$ cat config.mk
export PLATFORM = sky130hd
export DESIGN_NAME = id_hazard_scheduler_flat
export DESIGN_NICKNAME = d
export VERILOG_FILES = /design/src/rtl/id_hazard_if.sv /design/src/rtl/id_hazard_scheduler.sv /design/src/flat_wrapper.sv
export SDC_FILE = /design/constraint.sdc
export NUM_CORES = 1
export LEC_CHECK = 0
export CAP_MARGIN = 0
export CORE_MARGIN = 4
export CORE_UTILIZATION = 60
export DETAILED_ROUTE_END_ITERATION = 16
export GPL_TIMING_DRIVEN = 1
export PLACE_DENSITY_LB_ADDON = 0.25
export SLEW_MARGIN = 40
export SYNTH_ARGS = -nofsm -noshare
export SYNTH_HDL_FRONTEND = slang
export SYNTH_SLANG_ARGS = --single-unit
$ cat constraint.sdc
create_clock -name clk -period 7 [get_ports clk]
set_clock_uncertainty 0.1 [all_clocks]
set_input_delay 0.7 -clock clk [delete_from_list [all_inputs] [get_ports clk]]
set_output_delay 0.7 -clock clk [all_outputs]
set_load 0.05 [all_outputs]
$ cat src/rtl/id_hazard_if.sv
// Decode-stage hazard bus between the decode stage (master) and the hazard scheduler (slave).
// HAZARD_STATS_EN adds the stall/flush statistics outputs.
interface id_hazard_if;
    logic        pipe_hold;
    logic        id_valid;
    logic [4:0]  id_rs_addr;
    logic        id_rs_used;
    logic [4:0]  id_rt_addr;
    logic        id_rt_used;
    logic        id_wr_en;
    logic [4:0]  id_wr_addr;
    logic        id_redirect;
    logic        id_stall;
    logic        ex_bubble;
    logic        if_flush;
    logic [31:0] busy_mask;
    logic        hazard_timeout;
`ifdef HAZARD_STATS_EN
    logic [31:0] stat_stall_cycles;
    logic [31:0] stat_flushes;

    modport master (
        output pipe_hold, id_valid, id_rs_addr, id_rs_used, id_rt_addr, id_rt_used,
               id_wr_en, id_wr_addr, id_redirect,
        input  id_stall, ex_bubble, if_flush, busy_mask, hazard_timeout,
               stat_stall_cycles, stat_flushes
    );
    modport slave (
        input  pipe_hold, id_valid, id_rs_addr, id_rs_used, id_rt_addr, id_rt_used,
               id_wr_en, id_wr_addr, id_redirect,
        output id_stall, ex_bubble, if_flush, busy_mask, hazard_timeout,
               stat_stall_cycles, stat_flushes
    );
`else
    modport master (
        output pipe_hold, id_valid, id_rs_addr, id_rs_used, id_rt_addr, id_rt_used,
               id_wr_en, id_wr_addr, id_redirect,
        input  id_stall, ex_bubble, if_flush, busy_mask, hazard_timeout
    );
    modport slave (
        input  pipe_hold, id_valid, id_rs_addr, id_rs_used, id_rt_addr, id_rt_used,
               id_wr_en, id_wr_addr, id_redirect,
        output id_stall, ex_bubble, if_flush, busy_mask, hazard_timeout
    );
`endif
endinterface

$ cat src/rtl/id_hazard_scheduler.sv
// Decode-stage register-hazard scheduler: countdown scoreboard, stall/bubble/flush generation, stall watchdog.
// Optional statistics counters enabled by defining HAZARD_STATS_EN.
module id_hazard_scheduler #(
    parameter int unsigned HAZARD_WINDOW = 2,
    parameter int unsigned MAX_STALL     = 15
) (
    input logic         clk,
    input logic         rst,
    id_hazard_if.slave  bus
);

    typedef enum logic {RUN, STALL} state_e;

    localparam logic [2:0] LOAD_VAL = 3'(HAZARD_WINDOW);
    localparam logic [7:0] MAX_RUN  = 8'(MAX_STALL);

    logic [2:0]  cnt [1:31];
    logic [31:0] busy;
    logic        hazard;
    logic        issue_wr;
    state_e      state_q, state_d;
    logic [7:0]  stall_run_q, stall_run_d;
    logic        timeout_q, timeout_d;

    // busy[0] is hard-wired low, so indexing with a $0 source never flags a hazard.
    always_comb begin
        busy = '0;
        for (int i = 1; i < 32; i++) busy[i] = (cnt[i] != 3'd0);
    end

    assign hazard = bus.id_valid &
                    ((bus.id_rs_used & busy[bus.id_rs_addr]) |
                     (bus.id_rt_used & busy[bus.id_rt_addr]));

    assign bus.id_stall       = bus.pipe_hold | hazard;
    assign bus.ex_bubble      = hazard & ~bus.pipe_hold;
    assign bus.if_flush       = bus.id_valid & bus.id_redirect & ~bus.id_stall;
    assign bus.busy_mask      = busy;
    assign bus.hazard_timeout = timeout_q;

    assign issue_wr = bus.id_valid & ~bus.id_stall & bus.id_wr_en & (bus.id_wr_addr != 5'd0);

    // NOTE: the scoreboard is a bank of flops, not a RAM, so it must be cleared by reset.
    always_ff @(posedge clk or negedge rst) begin
        if (!rst) begin
            for (int i = 1; i < 32; i++) cnt[i] <= 3'd0;
        end else if (!bus.pipe_hold) begin
            for (int i = 1; i < 32; i++) begin
                if (issue_wr && bus.id_wr_addr == 5'(i)) cnt[i] <= LOAD_VAL;
                else if (cnt[i] != 3'd0)                 cnt[i] <= cnt[i] - 3'd1;
            end
        end
    end

    // NOTE: every variable is given a default first so no path through this block infers a latch.
    always_comb begin
        state_d     = state_q;
        stall_run_d = stall_run_q;
        timeout_d   = timeout_q;
        if (!bus.pipe_hold) begin
            if (hazard) begin
                state_d = STALL;
                if (stall_run_q != 8'hFF) stall_run_d = stall_run_q + 8'd1;
            end else begin
                state_d     = RUN;
                stall_run_d = 8'd0;
            end
            if (stall_run_d >= MAX_RUN) timeout_d = 1'b1;
        end
    end

    // NOTE: sequential state uses non-blocking assignments so all flops update from pre-edge values.
    always_ff @(posedge clk or negedge rst) begin
        if (!rst) begin
            state_q     <= RUN;
            stall_run_q <= 8'd0;
            timeout_q   <= 1'b0;
        end else begin
            state_q     <= state_d;
            stall_run_q <= stall_run_d;
            timeout_q   <= timeout_d;
        end
    end

`ifdef HAZARD_STATS_EN
    logic [31:0] stall_cycles_q, flushes_q;

    always_ff @(posedge clk or negedge rst) begin
        if (!rst) begin
            stall_cycles_q <= 32'd0;
            flushes_q      <= 32'd0;
        end else begin
            if (bus.ex_bubble) stall_cycles_q <= stall_cycles_q + 32'd1;
            if (bus.if_flush)  flushes_q      <= flushes_q + 32'd1;
        end
    end

    assign bus.stat_stall_cycles = stall_cycles_q;
    assign bus.stat_flushes      = flushes_q;
`endif

endmodule

$ cat src/flat_wrapper.sv
// flat-port wrapper written by rule: the top's interface ports become plain ports
module id_hazard_scheduler_flat 
#(
    parameter int unsigned HAZARD_WINDOW = 2,
    parameter int unsigned MAX_STALL     = 15
)
  (clk, rst, bus_pipe_hold, bus_id_valid, bus_id_rs_addr, bus_id_rs_used, bus_id_rt_addr, bus_id_rt_used, bus_id_wr_en, bus_id_wr_addr, bus_id_redirect, bus_id_stall, bus_ex_bubble, bus_if_flush, bus_busy_mask, bus_hazard_timeout);
  id_hazard_if bus_i ();
  input logic clk;
  input logic rst;
  input wire logic [$bits(bus_i.pipe_hold)-1:0] bus_pipe_hold;
  input wire logic [$bits(bus_i.id_valid)-1:0] bus_id_valid;
  input wire logic [$bits(bus_i.id_rs_addr)-1:0] bus_id_rs_addr;
  input wire logic [$bits(bus_i.id_rs_used)-1:0] bus_id_rs_used;
  input wire logic [$bits(bus_i.id_rt_addr)-1:0] bus_id_rt_addr;
  input wire logic [$bits(bus_i.id_rt_used)-1:0] bus_id_rt_used;
  input wire logic [$bits(bus_i.id_wr_en)-1:0] bus_id_wr_en;
  input wire logic [$bits(bus_i.id_wr_addr)-1:0] bus_id_wr_addr;
  input wire logic [$bits(bus_i.id_redirect)-1:0] bus_id_redirect;
  output wire logic [$bits(bus_i.id_stall)-1:0] bus_id_stall;
  output wire logic [$bits(bus_i.ex_bubble)-1:0] bus_ex_bubble;
  output wire logic [$bits(bus_i.if_flush)-1:0] bus_if_flush;
  output wire logic [$bits(bus_i.busy_mask)-1:0] bus_busy_mask;
  output wire logic [$bits(bus_i.hazard_timeout)-1:0] bus_hazard_timeout;
  assign bus_i.pipe_hold = bus_pipe_hold;
  assign bus_i.id_valid = bus_id_valid;
  assign bus_i.id_rs_addr = bus_id_rs_addr;
  assign bus_i.id_rs_used = bus_id_rs_used;
  assign bus_i.id_rt_addr = bus_id_rt_addr;
  assign bus_i.id_rt_used = bus_id_rt_used;
  assign bus_i.id_wr_en = bus_id_wr_en;
  assign bus_i.id_wr_addr = bus_id_wr_addr;
  assign bus_i.id_redirect = bus_id_redirect;
  assign bus_id_stall = bus_i.id_stall;
  assign bus_ex_bubble = bus_i.ex_bubble;
  assign bus_if_flush = bus_i.if_flush;
  assign bus_busy_mask = bus_i.busy_mask;
  assign bus_hazard_timeout = bus_i.hazard_timeout;
  id_hazard_scheduler #(.HAZARD_WINDOW(HAZARD_WINDOW), .MAX_STALL(MAX_STALL)) u_core (.clk(clk), .rst(rst), .bus(bus_i));
endmodule
==> results.tsv <==
metric	value	unit
outcome	finished, final reports clean	
r2r endpoint	u_core.cnt[62]	
GP Congestion	0.895	
htree depth	3	
GRT Resource Usage Total	0.277	
hold_buf cts	0	
Routed Antenna Nets	0	
M2 GR Usage	0.468	
Post-Route Setup TNS	0	ps
Final setup viols	0	
initial antenna violation count	0	
Final Critical Period	5030	ps
CP Max Fanout	14	
Cell Area, Synth	0.00695	sq mm
syn_nets	857	
worst reg2reg startpoint	u_core.cnt[75]	
Core Region	0.0114	sq mm
Initial Utilization	0.611	
Post-Layout Cell Count	961	
Via-to-Cell Ratio	6.05	
Leakage	3.56	nW
top cells by area, synth	dfrtp_1, ha_1, inv_1	
post-synth top area cell	dfrtp_1	
total routed wirelength	17300	microns
TritonCTS Sinks	102	
Reg clk slew, reported paths	70	ps
simple-gate share of the synthesized area	0.169	
share of Yosys cell area claimed by the top area cell type	0.367	
clk_lat worst skew	360	ps
final HPWL from detailed placement	12600	microns
Port Buffers	57	
via count	5817	
placed cell count	944	
Post CTS Setup Buffer Count	0	
DR WL/cell	18.0	microns
XOR/XNOR Fraction of Synth Area	0.0429	
Post-synth EDFFs	0	
Hold WS	123	ps
yosys warns	0	
first drt pass iteration count	5	
Cell Pwr Density	427	mW/mm^2
R2R cell count	12	
Final Max Slew Viols	0	
compound-gate portion of the synthesized area	0.189	
Boundary Pins	59	
asr flop ratio synth	1.00	
Worst setup SP type	input port	
Layout Utilization	0.693	
fmax	199	MHz
critical path required time	6200	ps
DRT iter0 DRCs	474	
remaining global-route overflow	0	
area share of fa/ha/maj cells after synthesis	0.113	
Synth cell types	66	
CTS tree	built	
Clock Tree Buf Depth	2	
endpoints failing hold	0	
sequential-to-total area share from yosys stat	0.367	
layer with the highest usage	met2	
flops & latches, synth	102	
Horiz. Die Dim	116	microns
chip height	116	microns
nets@finish	899	
Peak supply drop	0.000285	V
multiplexer share of the synthesized area	0.0448	
Worst Max-Slew Pin Slew	800	ps
RSZ-0062 raised after global routing	false	
flop2flop setup slack	3000	ps
FP Rows	39	
Inserted Diodes	0	
met1 usage	0.336	
Synth Flop Type	dfrtp_1	
share of cells above drive strength 1	0.0587	
GR Util met3	0.0637	
total CTS buffers	9	
Syn Inst Count	771	
DRC violation count after routing	0	
main combinational cell family by area after synthesis	compound AO/OA/AOI/OAI gates	
max-capacitance violation count	0	
first-pass GRT wire length	29000	microns
period utilization	0.718	
Crit. End Element	output pin	
worst hold path class	input port to async pin	
post-CTS sizing	0	
Slew HR	0.463	
critical setup path kind	input port to output pin	
mean area per synthesized cell	9.01	sq um
vias in the first global route	6049	
Overall Power	3.36	mW
largest net degree at the start of global routing	82	
worst path arrival time	4230	ps
Root Driver	clkbuf_16	
area delta synth->final	13.5	%
die area	0.0134	sq mm
-- through the flow --
stage	area, sq um	worst slack, ps
2_1_floorplan	6950	2590
3_3_place_gp	7550	2070
3_5_place_dp	7570	1990
4_1_cts	7860	1980
5_1_grt	7880	1790
6_report	7880	1970
-- sequential cells by signal, indices dropped and copies added, names as in the netlist --
register / count
u_core.stall_run_q: 8
u_core.bus.hazard_timeout: 1
u_core.cnt: 93
-- routing by layer --
metal  wire [microns]  part of all wire  vias to the layer above
li1                 -                 -                     2743
met1             6960              0.40                     2823
met2             8390              0.48                      191
met3             1150             0.066                       60
met4              815             0.047                        0
met5                0                 0                        -
-- area by class of cell --
type / instances / area [sq um]
Sequential cell: 102 / 2550
Inverter: 89 / 334
Fill cell: 875 / 3490
Tap cell: 143 / 179
Clock buffer: 10 / 229
Multi-Input combinational cell: 548 / 3900
Clock inverter: 6 / 62.6
Timing Repair Buffer: 63 / 627
-- cell usage after synthesis (9+ instances only) --
master	count
mux2i_1	12
a21oi_1	35
xnor2_1	30
a21boi_0	23
dfrtp_1	102
a31oi_1	41
nand2_1	54
inv_1	88
nor3_1	12
nand2b_1	14
nand3_1	11
a21o_1	10
clkbuf_1	15
nor2_1	71
and3_1	9
o31ai_1	10
ha_1	63
o21ai_0	26
nor2b_1	21
and2_1	11
-- critical path: stages --
cell,delay [ps]
clkdlybuf4s50_1,850
mux4_2,570
a21oi_1,190
nand3_1,110
a211oi_1,290
and3_1,480
and3_1,230
clkdlybuf4s50_1,800
-- power by group --
group          internal, mW  switching, mW  leakage [nW]
clock network         0.276          0.226         0.134
registers             0.868          0.165          1.22
logic                 0.745           1.08          2.21
-- cells by family after synthesis --
kind of cell,Yosys count
simple gates,232
mux,21
flops,102
other cells,1
buf+inv,121
compound gates,197
fa+ha+maj,63
xor+xnor,34
-- cell usage in the layout (no fill, tap or decap), drive strengths merged, types with 8 or more instances in the layout --
cell	instances
nand2	55
nor2	71
nand2b	14
and2	12
buf	8
a21oi	39
nor3	12
a21o	10
nand3	11
nor2b	22
mux2i	12
o21ai	31
clkbuf	10
a31oi	41
o31ai	10
clkdlybuf4s50	55
xnor2	30
nor4b	8
a21boi	24
and3	9
mux4	8
dfrtp	102
inv	88
ha	63
-- worst max path at each step --
| stage | start | end | depth (start not counted) |
|---|---|---|---|
| after global routing | bus_id_rt_addr[2] | bus_if_flush | 8 |
| after floorplan | bus_id_rs_addr[0] | bus_ex_bubble | 9 |
| final | bus_id_rt_addr[2] | bus_if_flush | 8 |
| after detailed placement | bus_id_rt_addr[2] | bus_if_flush | 8 |
| after CTS | bus_id_rt_addr[2] | bus_if_flush | 8 |
| after global placement | bus_id_rt_addr[2] | bus_if_flush | 8 |
Note: power is estimated with default switching activity, not from simulation.
==> RTL change (same settings) <==
`MAX_STALL` is set to 15 in 2 places; all go to 7.
--- a/src/rtl/id_hazard_scheduler.sv
+++ b/src/rtl/id_hazard_scheduler.sv
@@ -2,7 +2,7 @@
 // Optional statistics counters enabled by defining HAZARD_STATS_EN.
 module id_hazard_scheduler #(
     parameter int unsigned HAZARD_WINDOW = 2,
-    parameter int unsigned MAX_STALL     = 15
+    parameter int unsigned MAX_STALL     = 7
 ) (
     input logic         clk,
     input logic         rst,
--- a/src/flat_wrapper.sv
+++ b/src/flat_wrapper.sv
@@ -2,7 +2,7 @@
 module id_hazard_scheduler_flat 
 #(
     parameter int unsigned HAZARD_WINDOW = 2,
-    parameter int unsigned MAX_STALL     = 15
+    parameter int unsigned MAX_STALL     = 7
 )
   (clk, rst, bus_pipe_hold, bus_id_valid, bus_id_rs_addr, bus_id_rs_used, bus_id_rt_addr, bus_id_rt_used, bus_id_wr_en, bus_id_wr_addr, bus_id_redirect, bus_id_stall, bus_ex_bubble, bus_if_flush, bus_busy_mask, bus_hazard_timeout);
   id_hazard_if bus_i ();
Function: no difference found for any inputs over 4 cycles, from zero or initial values and one cycle with rst low; that may be too few to reach the edited logic, so the function may still have changed.
==> RTL change against the unedited design <==
  * Area after synthesis down 0.67%
  * Count of clock-buffer cells in the layout up 4
  * Setup slack better by 0.34 ns
  * Non-clock buffer count up 2
  * Global-route usage down 2.3 points
  * Sequential cell count unchanged
  * Routed wire length down 10%
  * Final area down 1.7%
  * Die area down 0.62%
  * Critical path depth unchanged
  * Via count down 7.2%
  * Total power down 2.9%
  * Largest cell class unchanged
  * Highest routed layer unchanged
==> RTL change: results (changes against the unedited design) <==
share_of_cells_above_drive_strength_1_pct: 9.25  # was 5.87%
grt_pass1_vias: 5692  # was 6049
status: "completed"  # unchanged
dpl.hpwl_um: 11400  # was 12600 µm
synth_sequential_area_ratio_pct: 37.0  # was 36.7%
critPathArrivalTime_ns: 3.89  # was 4.23 ns
place_congestion: 0.854  # was 0.895
slowest_delay_ns: 0.80  # was 0.85 ns
netlist.area_leader.share_pct: 37.0  # was 36.7%
synthTopCellsByCount: "102 x dfrtp_1, 86 x inv_1, 82 x a21oi_1, 74 x nor2_1, 63 x ha_1"  # was 102 x dfrtp_1, 88 x inv_1, 71 x nor2_1, 63 x ha_1, 54 x nand2_1
drt-initial-drc-count: 276  # was 474
critical_path_peak_fanout: 13  # was 14
ir_worst_vdd_mv: 0.283  # was 0.285 mV
grt_antenna_before_repair: 0  # unchanged
grt_max_degree: 60  # was 82
grt_pass1_wl_um: 26400  # was 29000 µm
vias: 5399  # was 5817
syn_nets: 834  # was 857
relSlewSlack_pct: 56.4  # was 46.3%
routed_wirelength_um: 15600  # was 17300 µm
grt.total_usage_pct: 25.4  # was 27.7%
final_nets: 871  # was 899
post_cts_setup_bufs: 0  # unchanged
synth_cell_type_count: 59  # was 66
antenna_cells: 0  # unchanged
total_leakage_power_uw: 0.00363  # was 0.00356 µW
max_reg_flops: 93  # unchanged
ctsRootBufferMaster: "clkbuf_16"  # unchanged
main_area_contributors_after_synthesis: "dfrtp_1 37%, ha_1 11%, a21oi_1 5.9%"  # was dfrtp_1 37%, ha_1 11%, inv_1 4.8%
==> RTL change: cell types whose count changed after synthesis, moves of 12 or more <==
| cell | change |
|---|---|
| a21o_1 | +22 |
| a21oi_2 | +18 |
| nand2_1 | -21 |
| a21oi_1 | +47 |
| a31oi_1 | -23 |
| o21ai_0 | -20 |
| xor2_1 | +12 |
==> RTL change: layout make-up <==
class                           instances  area (µm²)
Timing Repair Buffer                   65         639
Multi-Input combinational cell        518        3780
Fill cell                             837        3280
Clock buffer                           14         264
Tap cell                              140         175
Clock inverter                          1        5.00
Inverter                               89         334
Sequential cell                       102        2550
==> RTL change: cells by family (layout without fill, tap and decap cells) <==
kind of cell / count (synthesis) / after routing / share of synthesized area, %
XOR/XNOR: 49 / 49 / 6.22
buffers and inverters: 128 / 169 / 8.45
adder cells (fa/ha/maj): 63 / 63 / 11.4
multiplexers: 15 / 15 / 3.83
AO/OA/AOI/OAI: 198 / 198 / 18.8
AND/OR/NAND/NOR: 192 / 192 / 14.3
other: 1 / 1 / 0.0543
flip-flops: 102 / 102 / 37.0
==> RTL change: path summary, 6_finish.rpt <==
| kind | startpoint | endpoint | slack [ns] |
|---|---|---|---|
| min | rst | u_core.stall_run_q[3]$_DFFE_PN0N_ | 0.22 |
| max | bus_id_rs_addr[2] | bus_id_stall | 2.31 |
| max reg2reg | u_core.cnt[51]$_DFFE_PN0P_ | u_core.cnt[73]$_DFFE_PN0P_ | 3.73 |
| max in group asynchronous | rst | u_core.cnt[4]$_DFFE_PN0P_ | 5.61 |
| min reg2reg | u_core.bus.hazard_timeout$_DFFE_PN0P_ | u_core.bus.hazard_timeout$_DFFE_PN0P_ | 0.40 |
| min in group clk | u_core.bus.hazard_timeout$_DFFE_PN0P_ | u_core.bus.hazard_timeout$_DFFE_PN0P_ | 0.40 |
==> RTL change: routing by layer <==
metal | global-route usage (%) | vias up | wire (µm)
met5 | 0 | - | 0
met4 | 11.5 | 0 | 486
met3 | 5.26 | 49 | 990
met2 | 43.3 | 176 | 7690
met1 | 30.9 | 2617 | 6420
li1 | - | 2557 | -
==> RTL change: power by group <==
group	internal (µW)	switching (µW)	leakage [µW]	total (µW)
clock	259	207	0.000133	466
combinational	742	1010	0.00229	1750
sequential	874	175	0.00121	1050
==> RTL change: through the flow <==
stage	cells	util [%]	worst slack [ns]	cell area (µm²)	hold slack (ns)
2_1_floorplan	748	-	3.68	6900	0.304
3_3_place_gp	913	67.5	2.38	7450	0.380
3_5_place_dp	914	67.7	2.32	7470	0.378
4_1_cts	929	70.2	2.31	7740	0.352
5_1_grt	929	70.2	2.14	7750	0.262
6_report	929	70.2	2.31	7750	0.220
